[src/rtl/watch_mode_sequencer_if.sv]
// Signal bundle between the watch top level and the mode sequencer:
// button/tick/alarm inputs, per-module values and busy levels, routed outputs.
interface watch_mode_sequencer_if;
    logic        tick_1s;
    logic        mode_pe;
    logic [2:0]  btn_pe;
    logic        alarm_req;
    logic [2:0]  busy;
    logic [15:0] value_watch;
    logic [15:0] value_stop_watch;
    logic [15:0] value_cook_timer;
    logic [2:0]  btn_watch;
    logic [2:0]  btn_stop_watch;
    logic [2:0]  btn_cook_timer;
    logic [15:0] value;
    logic [1:0]  mode;
    logic [7:0]  led_bar;
    logic        buzzer_en;

    modport master (
        output tick_1s, mode_pe, btn_pe, alarm_req, busy,
               value_watch, value_stop_watch, value_cook_timer,
        input  btn_watch, btn_stop_watch, btn_cook_timer,
               value, mode, led_bar, buzzer_en
    );

    modport slave (
        input  tick_1s, mode_pe, btn_pe, alarm_req, busy,
               value_watch, value_stop_watch, value_cook_timer,
        output btn_watch, btn_stop_watch, btn_cook_timer,
               value, mode, led_bar, buzzer_en
    );
endinterface

[src/rtl/watch_mode_sequencer.sv]
// Watch mode controller: owns the mode FSM, routes button pulses to the selected
// module, preempts into an alarm state for the cook timer and times out idle modes.
module watch_mode_sequencer #(
    parameter int IDLE_SEC  = 30,
    parameter int ALARM_SEC = 10
) (
    input logic                   clk,
    input logic                   reset_p,
    watch_mode_sequencer_if.slave bus
);
    typedef enum logic [1:0] {
        WATCH = 2'b00,
        STOPW = 2'b01,
        COOK  = 2'b10,
        ALARM = 2'b11
    } state_e;

    localparam logic [5:0] IDLE_LIM  = 6'(IDLE_SEC);
    localparam logic [5:0] ALARM_LIM = 6'(ALARM_SEC);

    state_e      state_q, state_d;
    logic [1:0]  saved_mode_q, saved_mode_d;
    logic [5:0]  idle_cnt_q, idle_cnt_d;
    logic [5:0]  alarm_cnt_q, alarm_cnt_d;
    logic        blink_q, blink_d;
    logic [2:0]  route;
    logic [1:0]  cur_mode;
    logic        busy_cur;
    logic        any_press;

    logic [2:0]  btn_watch_q, btn_watch_d;
    logic [2:0]  btn_stop_watch_q, btn_stop_watch_d;
    logic [2:0]  btn_cook_timer_q, btn_cook_timer_d;
    logic [15:0] value_q, value_d;
    logic [1:0]  mode_q, mode_d;
    logic [7:0]  led_bar_q, led_bar_d;
    logic        buzzer_en_q, buzzer_en_d;

    function automatic logic [1:0] mode_of(state_e s);
        return (s == ALARM) ? 2'b10 : s;
    endfunction

    always_ff @(posedge clk or posedge reset_p) begin
        if (reset_p) begin
            state_q      <= WATCH;
            saved_mode_q <= 2'b00;
            idle_cnt_q   <= '0;
            alarm_cnt_q  <= '0;
            blink_q      <= 1'b0;
        end else begin
            state_q      <= state_d;
            saved_mode_q <= saved_mode_d;
            idle_cnt_q   <= idle_cnt_d;
            alarm_cnt_q  <= alarm_cnt_d;
            blink_q      <= blink_d;
        end
    end

    // Priority: alarm_req, then acknowledge/alarm expiry, then mode_pe, then buttons/idle.
    always_comb begin
        state_d      = state_q;
        saved_mode_d = saved_mode_q;
        idle_cnt_d   = '0;
        alarm_cnt_d  = alarm_cnt_q;
        blink_d      = blink_q;
        route        = '0;
        cur_mode     = mode_of(state_q);
        any_press    = bus.mode_pe | (|bus.btn_pe);
        case (cur_mode)
            2'b01:   busy_cur = bus.busy[1];
            2'b10:   busy_cur = bus.busy[2];
            default: busy_cur = bus.busy[0];
        endcase

        if (bus.alarm_req) begin
            if (state_q != ALARM) begin
                saved_mode_d = cur_mode;
                blink_d      = 1'b1;
            end else if (bus.tick_1s) begin
                blink_d = ~blink_q;
            end
            state_d     = ALARM;
            alarm_cnt_d = '0;
        end else if (state_q == ALARM) begin
            if (any_press) begin
                state_d = state_e'(saved_mode_q);
            end else if (bus.tick_1s) begin
                alarm_cnt_d = alarm_cnt_q + 6'd1;
                blink_d     = ~blink_q;
                if (alarm_cnt_d == ALARM_LIM)
                    state_d = state_e'(saved_mode_q);
            end
        end else if (bus.mode_pe) begin
            case (state_q)
                WATCH:   state_d = STOPW;
                STOPW:   state_d = COOK;
                default: state_d = WATCH;
            endcase
        end else begin
            route = bus.btn_pe;
            if (state_q != WATCH && !(|bus.btn_pe) && !busy_cur) begin
                idle_cnt_d = idle_cnt_q + {5'd0, bus.tick_1s};
                if (idle_cnt_d == IDLE_LIM) begin
                    state_d    = WATCH;
                    idle_cnt_d = '0;
                end
            end
        end
    end

    // Mode-facing outputs follow the next state; value lags by one cycle on the current state.
    always_comb begin
        btn_watch_d      = (state_q == WATCH) ? route : 3'b000;
        btn_stop_watch_d = (state_q == STOPW) ? route : 3'b000;
        btn_cook_timer_d = (state_q == COOK)  ? route : 3'b000;
        mode_d           = mode_of(state_d);
        buzzer_en_d      = (state_d == ALARM);
        case (state_q)
            WATCH:   value_d = bus.value_watch;
            STOPW:   value_d = bus.value_stop_watch;
            default: value_d = bus.value_cook_timer;
        endcase
        case (state_d)
            WATCH:   led_bar_d = 8'b0000_0001;
            STOPW:   led_bar_d = 8'b0000_0010;
            COOK:    led_bar_d = 8'b0000_0100;
            default: led_bar_d = {blink_d, 4'b0000, blink_d, 2'b00};
        endcase
    end

    always_ff @(posedge clk or posedge reset_p) begin
        if (reset_p) begin
            btn_watch_q      <= '0;
            btn_stop_watch_q <= '0;
            btn_cook_timer_q <= '0;
            value_q          <= '0;
            mode_q           <= 2'b00;
            led_bar_q        <= 8'b0000_0001;
            buzzer_en_q      <= 1'b0;
        end else begin
            btn_watch_q      <= btn_watch_d;
            btn_stop_watch_q <= btn_stop_watch_d;
            btn_cook_timer_q <= btn_cook_timer_d;
            value_q          <= value_d;
            mode_q           <= mode_d;
            led_bar_q        <= led_bar_d;
            buzzer_en_q      <= buzzer_en_d;
        end
    end

    assign bus.btn_watch      = btn_watch_q;
    assign bus.btn_stop_watch = btn_stop_watch_q;
    assign bus.btn_cook_timer = btn_cook_timer_q;
    assign bus.value          = value_q;
    assign bus.mode           = mode_q;
    assign bus.led_bar        = led_bar_q;
    assign bus.buzzer_en      = buzzer_en_q;
endmodule
[src/flat_wrapper.sv]
// flat-port wrapper written by rule: the top's interface ports become plain ports
module watch_mode_sequencer_flat 
#(
    parameter int IDLE_SEC  = 30,
    parameter int ALARM_SEC = 10
)
  (clk, reset_p, bus_tick_1s, bus_mode_pe, bus_btn_pe, bus_alarm_req, bus_busy, bus_value_watch, bus_value_stop_watch, bus_value_cook_timer, bus_btn_watch, bus_btn_stop_watch, bus_btn_cook_timer, bus_value, bus_mode, bus_led_bar, bus_buzzer_en);
  watch_mode_sequencer_if bus_i ();
  input logic clk;
  input logic reset_p;
  input wire logic [$bits(bus_i.tick_1s)-1:0] bus_tick_1s;
  input wire logic [$bits(bus_i.mode_pe)-1:0] bus_mode_pe;
  input wire logic [$bits(bus_i.btn_pe)-1:0] bus_btn_pe;
  input wire logic [$bits(bus_i.alarm_req)-1:0] bus_alarm_req;
  input wire logic [$bits(bus_i.busy)-1:0] bus_busy;
  input wire logic [$bits(bus_i.value_watch)-1:0] bus_value_watch;
  input wire logic [$bits(bus_i.value_stop_watch)-1:0] bus_value_stop_watch;
  input wire logic [$bits(bus_i.value_cook_timer)-1:0] bus_value_cook_timer;
  output wire logic [$bits(bus_i.btn_watch)-1:0] bus_btn_watch;
  output wire logic [$bits(bus_i.btn_stop_watch)-1:0] bus_btn_stop_watch;
  output wire logic [$bits(bus_i.btn_cook_timer)-1:0] bus_btn_cook_timer;
  output wire logic [$bits(bus_i.value)-1:0] bus_value;
  output wire logic [$bits(bus_i.mode)-1:0] bus_mode;
  output wire logic [$bits(bus_i.led_bar)-1:0] bus_led_bar;
  output wire logic [$bits(bus_i.buzzer_en)-1:0] bus_buzzer_en;
  assign bus_i.tick_1s = bus_tick_1s;
  assign bus_i.mode_pe = bus_mode_pe;
  assign bus_i.btn_pe = bus_btn_pe;
  assign bus_i.alarm_req = bus_alarm_req;
  assign bus_i.busy = bus_busy;
  assign bus_i.value_watch = bus_value_watch;
  assign bus_i.value_stop_watch = bus_value_stop_watch;
  assign bus_i.value_cook_timer = bus_value_cook_timer;
  assign bus_btn_watch = bus_i.btn_watch;
  assign bus_btn_stop_watch = bus_i.btn_stop_watch;
  assign bus_btn_cook_timer = bus_i.btn_cook_timer;
  assign bus_value = bus_i.value;
  assign bus_mode = bus_i.mode;
  assign bus_led_bar = bus_i.led_bar;
  assign bus_buzzer_en = bus_i.buzzer_en;
  watch_mode_sequencer #(.IDLE_SEC(IDLE_SEC), .ALARM_SEC(ALARM_SEC)) u_core (.clk(clk), .reset_p(reset_p), .bus(bus_i));
endmodule
[config.mk]
export PLATFORM = sky130hd
export DESIGN_NAME = watch_mode_sequencer_flat
export DESIGN_NICKNAME = d
export VERILOG_FILES = /design/src/rtl/watch_mode_sequencer_if.sv /design/src/rtl/watch_mode_sequencer.sv /design/src/flat_wrapper.sv
export SDC_FILE = /design/constraint.sdc
export NUM_CORES = 1
export LEC_CHECK = 0
export CORE_AREA = 2 2 73 82
export CTS_CLUSTER_SIZE = 30
export DETAILED_ROUTE_END_ITERATION = 10
export DIE_AREA = 0 0 75 84
export MAX_ROUTING_LAYER = met4
export PLACE_DENSITY = 0.78
export REMOVE_ABC_BUFFERS = 1
export SYNTH_ARGS = -nofsm -noshare
export SYNTH_HDL_FRONTEND = slang
export SYNTH_SLANG_ARGS = --single-unit
[constraint.sdc]
create_clock -name clk -period 2.8 [get_ports clk]
set_input_delay 0.56 -clock clk [delete_from_list [all_inputs] [get_ports clk]]
set_output_delay 0.56 -clock clk [all_outputs]
set_load 0.02 [all_outputs]
# After elaboration in Yosys (flattened, before gate mapping)
# Index checks and enable logic that the tools add are counted.
# W data, S select, Z words.
# op_classes
n_mux	34
eq_ne	12
add_sub_neg	2
reduce_logical	12
bitwise	2
# ops
op	count
$mux W6	9
$pmux W16 S2	1
$pmux W8 S3	1
$mux W2	10
$mux W3	6
$eq A2 B2 Y1 const B	5
$add A6 B1 Y6	1
$add A6 B1 Y6 const B	1
$eq A2 B1 Y1 const B	3
$eq A6 B4 Y1 const B	1
$eq A6 B5 Y1 const B	1
$reduce_bool A2 Y1	3
$mux W1	5
$logic_not A2 Y1	2
$ne A2 B2 Y1 const B	2
$pmux W2 S2	1
$reduce_and A3 Y1	1
$reduce_or A3 Y1	1
$logic_and A1 B1 Y1	2
$logic_not A1 Y1	2
$pmux W1 S2	1
$reduce_and A2 Y1	1
$not A1 Y1	1
$or A1 B1 Y1	1
# totals
ff_bits	53
out_inout_bits	36
input_bits	59
wordCells	74

# Longest topological paths before layout
# Gate-level depths: netlist (run 1).
# depth
word_depth	12
mapped_depth	8
ltp_nobuf	8

# Least setup slack after synthesis (run 1)
# OpenSTA, ideal clock, no wires.
# synth_timing
kind	input-to-reg
startpoint	in bus_tick_1s
endpoint	reg u_core.led_bar_q[7] (netlist: u_core.bus.led_bar[7])
required_ns	2.680
n_path_buf	0
setup_ns	0.120
path_stages	8
arrival_ns	2.122
slack_ns	0.558
cell_sequence	ha_1 > ha_1 > xnor2_1 > nor4_2 > a31oi_1 > a311oi_1 > o21ai_1 > and3_1
# synth_between
elab_chain_cells	9
word_cells_on_any_way	18
# synth_rtl
item	line_no	source
start: declaration	flat_wrapper.sv:11	input wire logic [$bits(bus_i.tick_1s)-1:0] bus_tick_1s;
$add A6 B1 Y6	watch_mode_sequencer.sv:102	idle_cnt_d = idle_cnt_q + {5'd0, bus.tick_1s};
$eq A6 B5 Y1	watch_mode_sequencer.sv:103	if (idle_cnt_d == IDLE_LIM) begin
$mux W2	watch_mode_sequencer.sv:103	
$mux W2	watch_mode_sequencer.sv:101	if (state_q != WATCH && !(|bus.btn_pe) && !busy_cur) begin
$mux W2	watch_mode_sequencer.sv:93	end else if (bus.mode_pe) begin
$mux W2 (*)	watch_mode_sequencer.sv:84	end else if (state_q == ALARM) begin
$mux W2 (*)	watch_mode_sequencer.sv:75	if (bus.alarm_req) begin
named net u_core.state_d[1]	watch_mode_sequencer.sv:21	state_e state_q, state_d;
$eq A2 B2 Y1 (tied with other cells)	watch_mode_sequencer.sv:123	case (state_d)
$pmux W8 S3 (*)	watch_mode_sequencer.sv:123	
named net u_core.led_bar_d[7]	watch_mode_sequencer.sv:36	logic [7:0] led_bar_q, led_bar_d;
end signal: assignment	watch_mode_sequencer.sv:146	led_bar_q <= led_bar_d;
end: declaration	watch_mode_sequencer.sv:36	
# The timed path passes the listed nets; every way through them passes the cells marked *.
# A chain may end at the register's enable or synchronous reset.

# Worst setup path in the final report (run 1)
# Ends and elaborated chain as after synthesis.

==> results of run 1 <==
[cells in the mapped netlist, types with 2 or more instances]
| library cell | number |
|---|---|
| dfrtp_1 | 47 |
| nand2_1 | 24 |
| nor2_1 | 19 |
| o21ai_0 | 19 |
| mux2i_1 | 17 |
| and3_1 | 11 |
| and2_1 | 6 |
| clkbuf_1 | 6 |
| xor2_1 | 6 |
| buf_4 | 5 |
| inv_1 | 5 |
| ha_1 | 4 |
| nand3_1 | 4 |
| nor3_1 | 4 |
| xnor2_1 | 4 |
| a21oi_1 | 3 |
| a31oi_1 | 2 |
| clkbuf_8 | 2 |
| nand2b_1 | 2 |
| nor4_1 | 2 |
[sequential cells by signal (all words and copies together) (netlist names)]
name and cells:
u_core.bus.led_bar 3, u_core.state_q 2, u_core.saved_mode_q 2, u_core.blink_q 1
u_core.bus.btn_cook_timer 3, u_core.bus.mode 2, u_core.alarm_cnt_q 6, u_core.bus.value 16
u_core.bus.btn_watch 3, u_core.bus.btn_stop_watch 3, u_core.bus.buzzer_en 1, u_core.idle_cnt_q 6
[area by class of cell]
class | count | area (sq um) | area share [%]
timing repair buffer | 94 | 941 | 28.6
tap | 77 | 96.3 | 2.92
clock inverter | 1 | 7.51 | 0.228
clock buffer | 7 | 86.3 | 2.62
inverter | 5 | 18.8 | 0.570
sequential | 48 | 1200 | 36.5
multi-input combinational | 148 | 942 | 28.6
[path summary, 6_finish.rpt]
kind / startpoint / end / cells past startpoint
hold reg to reg: u_core.blink_q$_DFF_PP0_ / u_core.blink_q$_DFF_PP0_ / 1
setup reg to reg: u_core.idle_cnt_q[0]$_DFF_PP0_ / u_core.bus.led_bar[7]$_DFF_PP0_ / 8
min in group asynchronous: reset_p / u_core.bus.mode[0]$_DFF_PP0_ / 3
setup / recovery: bus_tick_1s / u_core.bus.led_bar[7]$_DFF_PP0_ / 9
max in group asynchronous: reset_p / u_core.bus.led_bar[0]$_DFF_PP1_ / 3
hold / removal: u_core.blink_q$_DFF_PP0_ / u_core.blink_q$_DFF_PP0_ / 1
[critical path, delay by kind of cell]
family          cells  cell delay (ns)
simple gates        3             0.62
buf+inv             1             0.44
fa+ha+maj           2             0.52
compound gates      3             0.71
[repair_timing]
item,CTS,global route
gates resized for setup,0,2
setup endpoints to repair,0,5
hold endpoints to repair,0,0
[logic make-up after synthesis]
group | count (synthesis) | share of synthesized area, %
flops | 48 | 53.8
fa+ha+maj | 4 | 2.24
simple gates | 81 | 18.6
buf+inv | 19 | 5.26
other cells | 1 | 0.168
mux | 17 | 7.61
xor+xnor | 10 | 3.92
compound gates | 32 | 8.39
[placed cells by master (no fill, tap or decap), types with 2 or more instances in the layout]
cell             instances
a31oi_1                  2
nor3_1                   4
nand2_1                 24
nor2_1                  19
xnor2_1                  4
buf_4                    4
ha_1                     4
clkbuf_8                 6
and2_1                   6
mux2i_1                 17
nand3_1                  4
o21ai_0                 19
dfrtp_1                 47
nand2b_1                 2
inv_1                    4
clkdlybuf4s50_1         89
a21oi_1                  3
and3_1                  11
conb_1                   4
xor2_1                   6
nor4_1                   2
[through the flow]
stage          utilization [%]  setup slack, ns  cells  setup TNS [ns]  total power [mW]
2_1_floorplan                -            0.553    201               0              1.34
3_3_place_gp              57.4           -0.105    372          -0.272              1.74
3_5_place_dp              57.4           -0.264    372           -1.09              1.76
4_1_cts                   59.1           0.0316    380               0              2.19
5_1_grt                   59.3        -0.000379    380       -0.000379              2.29
6_report                  59.3            0.149    380               0              2.17
[metal layers]
| metal | vias up | track usage, % | wire length (um) |
|---|---|---|---|
| met5 | - | - | 0 |
| met4 | 0 | 6.49 | 102 |
| met3 | 10 | 4.95 | 330 |
| met2 | 66 | 29.1 | 2620 |
| met1 | 854 | 19.8 | 1960 |
| li1 | 892 | - | - |
[power groups by stage]
| stage | combinational (mW) | sequential, mW | clock, mW |
|---|---|---|---|
| after floorplan | 0.226 | 1.11 | 0 |
| after global placement | 0.807 | 0.933 | 0 |
| after detailed placement | 0.827 | 0.935 | 0 |
| after CTS | 0.831 | 0.922 | 0.435 |
| after global routing | 0.890 | 0.939 | 0.462 |
| final | 0.826 | 0.921 | 0.422 |
==> results.sh, run 1 <==
export IMPL_status="finished, final reports clean"
export IMPL_p_sw_uw=730
export IMPL_p_per_area_nw_per_um2=658
export IMPL_die_area_sq_um=6300
export IMPL_clkLatencyLatePin_ns=0.30
export IMPL_whs_ns=0.489
export IMPL_layout_drive_gt1_share_pct=7.92
export IMPL_setup_violations=0
export IMPL_slew_viol_final=0
export IMPL_synth_seq_cells=48
export IMPL_placedInstanceArea_sq_um=3190
export IMPL_antenna_found_initial=0
export IMPL_ctsRootBufferMaster="clkbuf_8"
export IMPL_grt_pass1_wl_mm=8.32
export IMPL_drtAntennaViolNets=0
export IMPL_fin_skew_ns=0.0103
export IMPL_yosysUniqueCellTypes=40
export IMPL_die_y_um=84
export IMPL_critPathSlowestCell="clkdlybuf4s50_1"
export IMPL_ys_flop_type="dfrtp_1"
export IMPL_fin_crit_sh_pct=94.7
export IMPL_comb_power_share_pct=38.1
export IMPL_ys_warnings_count=0
export IMPL_row_count=29
export IMPL_vias=1822
export IMPL_worst_endpoint_arrival_ns=2.84
export IMPL_drv_cap=0
export IMPL_worst_setup_path_start_kind="input pin"
export IMPL_synth_edf_count=0
export IMPL_synth_top_area_cell="dfrtp_1"
export IMPL_fmax_mhz=377
export IMPL_cp_slowest_stage_delay_ns=0.44
export IMPL_cts_htree_levels=2
export IMPL_core_region_area_sq_um=5550
export IMPL_max_slew_margin_rel_pct=60.4
export IMPL_p_leak_nw=1.50
export IMPL_peakVddDrop_mv=0.448
export IMPL_hp_class="reg -> reg"
export IMPL_ios=95
export IMPL_syn_area_sq_um=2240
export IMPL_drc=0
export IMPL_gp_congestion=0.763
export IMPL_start_util_pct=40.3
export IMPL_synth_top_area_share_pct=52.6
export IMPL_nets=365
export IMPL_tightest_slew_ns=0.594
export IMPL_grt_usage_pct=17.6
export IMPL_cp_common_cell="ha_1"
export IMPL_ys_top_cells_by_area="dfrtp_1 53%, mux2i_1 7.6%, o21ai_0 4.3%, nand2_1 4.0%, nor2_1 3.2%"
export IMPL_syn_instance_count=212
export IMPL_die_w_um=75
export IMPL_p_clk_share_pct=19.5
export IMPL_grt_max_degree=49
export IMPL_dp_hpwl_mm=3.80
export IMPL_worst_ep_required_time_ns=2.99
export IMPL_pwr_share_seq_pct=42.4
export IMPL_port_buffer_count=89
export IMPL_syn2layout_area_growth_pct=47.3
export IMPL_ys_async_sr_fraction_pct=100
export IMPL_worstPathCellList="clkdlybuf4s50_1 > ha_1 > ha_1 > nand2_1 > nor4_4 > a31oi_1 > a311oi_2 > o21ai_1 > and3_1"
export IMPL_fillerInstances=466
export IMPL_drt_wirelength_per_cell_um=13.2
export IMPL_end_kind="register"
export IMPL_min_period_ns=2.65
export IMPL_cp_max_fo=6
export IMPL_syn_area_per_cell_sq_um=10.5
export IMPL_grt_pass1_vias=1884
export IMPL_internal_power_mw=1.44
export IMPL_cts_sinks=48
export IMPL_path_clk_slew_ns=0.09
export IMPL_dr_pass1_iters=4
export IMPL_drt_wl_total_mm=5.01
export IMPL_clk_path_buf_depth=2
export IMPL_hold_viol=0
export IMPL_post_cts_buffers=0
export IMPL_cts_tree="done"
export IMPL_setup_worst_path_class="in -> reg"
export IMPL_antennaDiodeCount=0
export IMPL_drtIter0Drc=91
export IMPL_design_area_sq_um=3290
export IMPL_swShare_pct=33.7
export IMPL_vias_per_cell=4.79
export IMPL_r2r_setup_slack_ns=0.50
export IMPL_cts_buffers=5
export IMPL_gr_total_overflow=0
export IMPL_yosysSeqAreaShare_pct=53.8
export IMPL_cts_hold_buf=0
(Power assumes the default switching activity.)
==> run 2, diff against run 1 <==
--- a/config.mk
+++ b/config.mk
@@ -9,6 +9,7 @@
 export CTS_CLUSTER_SIZE = 30
 export DETAILED_ROUTE_END_ITERATION = 10
 export DIE_AREA = 0 0 75 84
+export HOLD_SLACK_MARGIN = 0.12
 export MAX_ROUTING_LAYER = met4
 export PLACE_DENSITY = 0.78
 export REMOVE_ABC_BUFFERS = 1
==> results of run 2 <==
The final DEF is identical to that of run 1; final timing and power are the same.
